File: src/rtl/fifo_rd_dispatch_pkg.sv
// Shared types and sizing helpers for the FIFO read-side dispatcher.
package fifo_rd_dispatch_pkg;

  typedef enum logic [1:0] {
    IDLE,
    POP,
    WAIT,
    PRESENT
  } disp_state_t;

  // Counter must hold BURST_MAX itself, since it is incremented on the final handshake.
  function automatic int burst_cnt_width(input int burst_max);
    return (burst_max < 1) ? 1 : $clog2(burst_max + 1);
  endfunction

endpackage

File: src/rtl/fifo_rd_dispatch_rr_arbiter.sv
// Combinational rotate-priority encoder: picks the first requester after last_grant, wrapping.
module rr_arbiter #(
  parameter int NUM_PORTS = 4,
  parameter int IDX_LEN   = $clog2(NUM_PORTS)
) (
  input  logic [NUM_PORTS-1:0] req,
  input  logic [IDX_LEN-1:0]   last_grant,
  output logic [IDX_LEN-1:0]   grant_idx,
  output logic                 any_req
);

  logic               hi_found;
  logic [IDX_LEN-1:0] hi_idx;
  logic [IDX_LEN-1:0] lo_idx;

  // Descending scan so the lowest index above (or at/below) last_grant is kept.
  always_comb begin
    hi_found = 1'b0;
    hi_idx   = '0;
    lo_idx   = '0;
    for (int j = NUM_PORTS - 1; j >= 0; j--) begin
      if (req[j]) begin
        if (j > int'(last_grant)) begin
          hi_found = 1'b1;
          hi_idx   = IDX_LEN'(j);
        end else begin
          lo_idx = IDX_LEN'(j);
        end
      end
    end
    grant_idx = hi_found ? hi_idx : lo_idx;
    any_req   = |req;
  end

endmodule

File: src/rtl/fifo_rd_dispatch.sv
// Read-domain scheduler sharing one FIFO read port among NUM_PORTS consumers with bounded bursts.
module fifo_rd_dispatch
  import fifo_rd_dispatch_pkg::*;
#(
  parameter int DATA_LEN  = 16,
  parameter int NUM_PORTS = 4,
  parameter int BURST_MAX = 4,
  parameter int IDX_LEN   = $clog2(NUM_PORTS)
) (
  input  logic                 rclk,
  input  logic                 PresetFull,
  output logic                 fifo_rd_en,
  input  logic                 fifo_rd_empty,
  input  logic [DATA_LEN-1:0]  fifo_data,
  input  logic [NUM_PORTS-1:0] cons_req,
  input  logic [NUM_PORTS-1:0] cons_ready,
  output logic [NUM_PORTS-1:0] cons_valid,
  output logic [DATA_LEN-1:0]  cons_data,
  output logic [IDX_LEN-1:0]   grant_idx,
  output logic                 busy
);

  localparam int CNT_LEN = burst_cnt_width(BURST_MAX);

  disp_state_t         state_q, state_d;
  logic [IDX_LEN-1:0]  grant_q, grant_d;
  logic [IDX_LEN-1:0]  last_grant_q, last_grant_d;
  logic [CNT_LEN-1:0]  burst_cnt_q, burst_cnt_d;
  logic [DATA_LEN-1:0] data_q, data_d;
  logic [IDX_LEN-1:0]  arb_idx;
  logic                any_req;

  rr_arbiter #(
    .NUM_PORTS(NUM_PORTS),
    .IDX_LEN  (IDX_LEN)
  ) u_arb (
    .req       (cons_req),
    .last_grant(last_grant_q),
    .grant_idx (arb_idx),
    .any_req   (any_req)
  );

  always_ff @(posedge rclk or posedge PresetFull) begin
    if (PresetFull) begin
      state_q      <= IDLE;
      grant_q      <= '0;
      last_grant_q <= IDX_LEN'(NUM_PORTS - 1);
      burst_cnt_q  <= '0;
      data_q       <= '0;
    end else begin
      state_q      <= state_d;
      grant_q      <= grant_d;
      last_grant_q <= last_grant_d;
      burst_cnt_q  <= burst_cnt_d;
      data_q       <= data_d;
    end
  end

  always_comb begin
    state_d      = state_q;
    grant_d      = grant_q;
    last_grant_d = last_grant_q;
    burst_cnt_d  = burst_cnt_q;
    data_d       = data_q;
    fifo_rd_en   = 1'b0;
    cons_valid   = '0;
    case (state_q)
      IDLE: begin
        if (any_req && !fifo_rd_empty) begin
          grant_d     = arb_idx;
          burst_cnt_d = '0;
          state_d     = POP;
        end
      end
      POP: begin
        if (!fifo_rd_empty) begin
          fifo_rd_en = 1'b1;
          state_d    = WAIT;
        end else begin
          last_grant_d = grant_q;
          state_d      = IDLE;
        end
      end
      WAIT: begin
        data_d  = fifo_data;
        state_d = PRESENT;
      end
      PRESENT: begin
        // The word is held until the granted consumer takes it, regardless of its request.
        cons_valid[grant_q] = 1'b1;
        if (cons_ready[grant_q]) begin
          burst_cnt_d = burst_cnt_q + CNT_LEN'(1);
          if (cons_req[grant_q] && (int'(burst_cnt_q) + 1 < BURST_MAX) && !fifo_rd_empty) begin
            state_d = POP;
          end else begin
            last_grant_d = grant_q;
            state_d      = IDLE;
          end
        end
      end
      default: state_d = IDLE;
    endcase
  end

  assign cons_data = data_q;
  assign grant_idx = grant_q;
  assign busy      = (state_q != IDLE);

endmodule

File: config.mk
export PLATFORM = sky130hd
export DESIGN_NAME = fifo_rd_dispatch
export DESIGN_NICKNAME = d
export VERILOG_FILES = /design/src/rtl/fifo_rd_dispatch_pkg.sv /design/src/rtl/fifo_rd_dispatch_rr_arbiter.sv /design/src/rtl/fifo_rd_dispatch.sv
export SDC_FILE = /design/constraint.sdc
export NUM_CORES = 1
export LEC_CHECK = 0
export ABC_CLOCK_PERIOD_IN_PS = 3600
export BUFFER_PORTS_ARGS = -buffer_cell sky130_fd_sc_hd__buf_2
export CAP_MARGIN = 20
export CORE_MARGIN = 2
export CORE_UTILIZATION = 50
export CTS_BUF_LIST = sky130_fd_sc_hd__clkbuf_8
export CTS_CLUSTER_DIAMETER = 60
export DETAILED_ROUTE_END_ITERATION = 8
export GPL_TIMING_DRIVEN = 0
export PLACE_DENSITY_LB_ADDON = 0.25
export SYNTH_ARGS = -nofsm -noshare
export SYNTH_HDL_FRONTEND = slang
export SYNTH_SLANG_ARGS = --single-unit
File: constraint.sdc
create_clock -name rclk -period 3.6 [get_ports rclk]
set_clock_uncertainty 0.1 [all_clocks]
set_input_delay 0.54 -clock rclk [delete_from_list [all_inputs] [get_ports rclk]]
set_output_delay 0.54 -clock rclk [all_outputs]
set_load 0.1 [all_outputs]
**Yosys cells after proc, flatten, opt, wreduce, memory -nomap -nowiden**

Cells that the tools add are included.

- Logic and storage cells: 75
- Input port bits: 27
- Register bits: 25
- Output and inout port bits: 24

- Reduce and logical (&&, ||, !) cells: 14
- $lt $le $gt $ge: 6
- Add/sub/neg operators: 2
- Equal/unequal tests: 7
- Multiplexer cells: 41

Operators with widths:

| kind | count |
|---|---|
| $mux W2 | 20 |
| $mux W1 | 12 |
| $ne A2 B2 Y1 const B | 4 |
| $pmux W2 S4 | 1 |
| $mux W3 | 2 |
| $pmux W3 S2 | 1 |
| $reduce_bool A2 Y1 | 3 |
| $add A3 B1 Y4 const B | 1 |
| $bmux W1 S2 | 2 |
| $eq A2 B2 Y1 const B | 2 |
| $gt A2 B2 Y1 const A | 2 |
| $logic_and A1 B1 Y1 | 4 |
| $lt A4 B3 Y1 const B | 1 |
| $mux W4 | 1 |
| $pmux W2 S2 | 1 |
| $reduce_and A2 Y1 | 2 |
| $reduce_and A4 Y1 | 1 |
| $reduce_or A4 Y1 | 1 |
| $add A3 B1 Y3 const B | 1 |
| $lt A2 B3 Y1 const B | 1 |
| $reduce_and A3 Y1 | 1 |
| $demux W1 S2 | 1 |
| $eq A2 B1 Y1 const B | 1 |
| $ge A2 B1 Y1 const B | 1 |
| other kinds (3) | 3 |

**Longest topological paths before layout**

- Depth after elaboration: 9
- Mapped depth: 5
- Depth with buffers taken out: 5

**Modules after synthesis**

From an unflattened synthesis, not the netlist that was laid out.

- Cells, all modules: 113
- Area, all modules: 1,287.5 um^2

By module, submodules not included:

| module | sequential area each (um^2) | area an instance (um^2) | times used | cells each |
|---|---|---|---|---|
| fifo_rd_dispatch | 628.1 | 1,217.4 | 1 | 100 |
| rr_arbiter | 0.0 | 70.1 | 1 | 13 |

**Least setup slack after synthesis**

No wires, ideal clock.

- Kind: reg2out
- From: register grant_q[0] (netlist: grant_idx[0])
- To: output cons_valid[1]
- Arrival time: 2,670 ps
- Stages on the path, launching flop included: 3
- Buffers on the path: 0
- Data required time: 2,960 ps
- Setup slack: 290 ps
- Path through: dfrtp_1 and2_2 nor2b_1

- Word-level cells in the longest chain between the ends: 5
- Elaborated cells between the ends (all ways): 6
- Classes of those cells: order compare: 2; mux: 3; reduce/logical: 1

RTL lines:

| item | line | RTL |
|---|---|---|
| start: declaration | fifo_rd_dispatch.sv:26 | `logic [IDX_LEN-1:0] grant_q, grant_d;` |
| start signal: assignment | fifo_rd_dispatch.sv:52 | `grant_q <= grant_d;` |
| $lt A2 B3 Y1 (implied by the code) or $ge A2 B1 Y1 (tied branches) | fifo_rd_dispatch.sv:90 | `cons_valid[grant_q] = 1'b1;` |
| $logic_and A1 B1 Y1 (implied by the code) | fifo_rd_dispatch.sv:90 |  |
| $mux W1 (implied by the code) | fifo_rd_dispatch.sv:90 |  |
| $demux W1 S2 (*) | fifo_rd_dispatch.sv:90 |  |
| $mux W4 (*) | fifo_rd_dispatch.sv:67 | `case (state_q)` |
| end: declaration | fifo_rd_dispatch.sv:17 | `output logic [NUM_PORTS-1:0] cons_valid,` |

Every way passes the cells marked *; elsewhere a longest branch is shown, timed or not.

==> metrics.md <==
| Metric | Value |
|---|---|
| Status | `complete, no violations` |
| Via Count | `1012` |
| TritonCTS clock tree | `yes` |
| Clock tree buffer depth | `2` |
| Dpl hpwl | `a little over 2 mm` |
| CTS buffer count | `3` |
| Number of synthesized register bits | `25` |
| Rel. slew slack | `38.6%` |
| Pin count of the biggest net entering global routing | `26` |
| Share of cells above drive strength 1 | `45.1%` |
| Worst Path Required | `2.96 ns` |
| Full die area | `3150 um2` |
| R2R cell count | `5` |
| Total track usage | `18.3%` |
| Crit. End Element | `primary output` |
| Fin Setup TNS | `0 ns` |
| Core area | `2520 um2` |
| Synthesized cell area | `between 1000 and 1500 um2` |
| Layer with the highest usage | `met2` |
| Die width | `56.1 um` |
| I/O pins | `51` |
| Critical path's slowest cell | `dfrtp_1` |
| Diode count | `0` |
| Avg Inst Size Synth | `approximately 13 um2` |
| Startpoint Class | `flop` |
| DRT iter0 DRCs | `10` |
| Post-synth EDFFs | `0` |
| Post-CTS Setup Inserts | `0` |
| Cell variety after synth | `35` |
| Clock latency on the worst-skew pair | `0.26 ns` |
| Worst-path clk slew | `0.08 ns` |
| Post-synth ARST share | `100%` |
| Slew Limit Fails | `0` |
| Die height | `56.1 um` |
| Tcrit/Tclk final | `69.0%` |
| Met3 usage | `6.28%` |
| Nets@finish | `196` |
| Sequential area share after synthesis | `46.3%` |
| Antenna violations before repair | `0` |
| Ys Warns | `0` |
| Vias in the first global route | `1075` |
| Worst Tran Pin Value | `0.921 ns` |
| CTS resizes | `0` |
| Crit path largest cell delay | `roughly 0.43 ns` |
| Via density | `5.27` |
| CP max FO | `9` |
| Met1 Resource Use GR | `20.6%` |
| H-tree levels | `1` |
| CTS sink cnt | `25` |
| Initial Util | `between 50% and 60%` |
| Final Hold Fails | `0` |
| P&R area growth vs syn | `24.6%` |
| Final global-route overflow total | `0` |
| Post-detailed-route wirelength per cell | `13.6 um` |
| Row count | `18` |
| Max Clk Rate | `around 400 MHz` |
| RD Place Congestion | `0.771` |
| Pre-antenna DRT Iters | `4` |
| Critical path class | `flop to primary output` |
| CP Cell Sequence | `ha_1 > and2_2 > nor2b_1 > buf_2` |
| DRC | `0` |
| Ys flop type | `dfrtp_1` |
| Unrepaired setup endpoints after global routing | `no` |
| Total of max-cap violations | `0` |
| Global Route met2 Usage | `between 30 and 40%` |
| # port buffers | `50` |
| WP data arrival | `1.85 ns` |
| Clock tree root buffer cell | `clkbuf_8` |
| Remaining antenna violation count after routing | `0` |
| Hold/Removal Path Class | `primary input to asynchronous set/reset pin` |
| Core Util, Final | `67.1%` |
| Final Setup Violations | `0` |
| Hold buffer count at cts | `0` |
| Fin crit period | `between 2 and 2.5 ns` |
| Synth Instances | `roughly 110` |
| First-pass GRT wire length | `4.64 mm` |
| Final wirelength | `2.62 mm` |
| Synthesized Nets | `~140` |
| Critical R2R Launch | `state_q[0]` |
| Min Hold Slack | `0.363 ns` |
## cell usage after synthesis (2+ instances only)
| cell type | count | area [um2] |
|---|---|---|
| nand3_1 | 2 | 10.0 |
| mux2_2 | 4 | 45.0 |
| inv_1 | 7 | 26.3 |
| nor3_1 | 2 | 10.0 |
| ha_1 | 6 | 75.1 |
| and2_1 | 2 | 12.5 |
| nand2_1 | 2 | 7.51 |
| nor2_1 | 2 | 7.51 |
| a21oi_1 | 5 | 25.0 |
| mux2_1 | 16 | 180 |
| nand2b_1 | 4 | 25.0 |
| dfstp_2 | 2 | 52.6 |
| mux2_4 | 3 | 45.0 |
| mux2i_1 | 4 | 40.0 |
| dfrtp_1 | 23 | 576 |
| nor2b_1 | 5 | 31.3 |
## stage by stage
| step | setup slack [ns] | cell area (um2) | std cells |
|---|---|---|---|
| 2_1_floorplan | 0.290 | 1360 | 108 |
| 3_3_place_gp | 1.47 | 1650 | 188 |
| 3_5_place_dp | 1.43 | 1650 | 188 |
| 4_1_cts | 1.11 | 1690 | 192 |
| 5_1_grt | 0.993 | 1690 | 192 |
| 6_report | 1.11 | 1690 | 192 |
## worst paths after layout
| kind | endpoint | slack, ns |
|---|---|---|
| worst max-delay path | cons_valid[1] | 1.11 |
| min in group rclk | cons_data[11] | 0.39 |
| worst min-delay path | cons_data[10] | 0.36 |
| max in group asynchronous | grant_idx[1] | 2.48 |
| worst max register to register | flop | 1.59 |
| worst min register to register | cons_data[15] | 0.39 |
## flip-flops by register name, indices dropped and copies added (netlist names), named ones only
name,count
burst_cnt_q,3
grant_idx,2
last_grant_q,2
state_q,1
cons_data,16
## layer usage
layer  wire, um  vias up
met5          0        -
met2       1330       37
met3        183        4
li1           -      491
met4         35        0
met1       1070      480
## critical path: cells and delay by family (launching register included)
kind,cells,cell delay (ns)
buf+inv,1,0.43
fa+ha+maj,1,0.35
flops,1,0.43
simple gates,2,0.37
## cell type report
type                            instances  area (um2)
Multi-Input combinational cell         72         683
Clock inverter                          1        5.00
Tap cell                               30        37.5
Buffer                                  3        16.3
Inverter                                8        30.0
Clock buffer                            3        41.3
Sequential cell                        25         628
Fill cell                             201         831
Timing Repair Buffer                   50         250
## cell usage in the layout, fill, tap and decap left out, types with 2 or more instances in the layout
master	count
nand3_1	2
a21oi_1	5
buf_2	51
inv_1	7
mux2i_1	4
dfstp_2	2
mux2_2	4
clkbuf_8	3
and2_1	2
ha_1	6
nand2b_1	4
nor2b_1	5
nor3_1	2
mux2_4	3
mux2_1	16
dfrtp_1	23
nand2_1	2
nor2_1	2
## cell families (layout without fill, tap and decap cells)
family,Yosys count,in the layout,share of synthesized area (%)
AOI/OAI and AO/OA,13,13,8.94
adders and majority gates,6,6,5.53
buffers and inverters,11,65,3.41
DFF,25,25,46.3
muxes,28,28,24.5
and+or+nand+nor,25,25,11.3
Power is left out: the tool's default activity adds up to more than one toggle a clock period on the data nets, which glitch-free logic cannot reach.
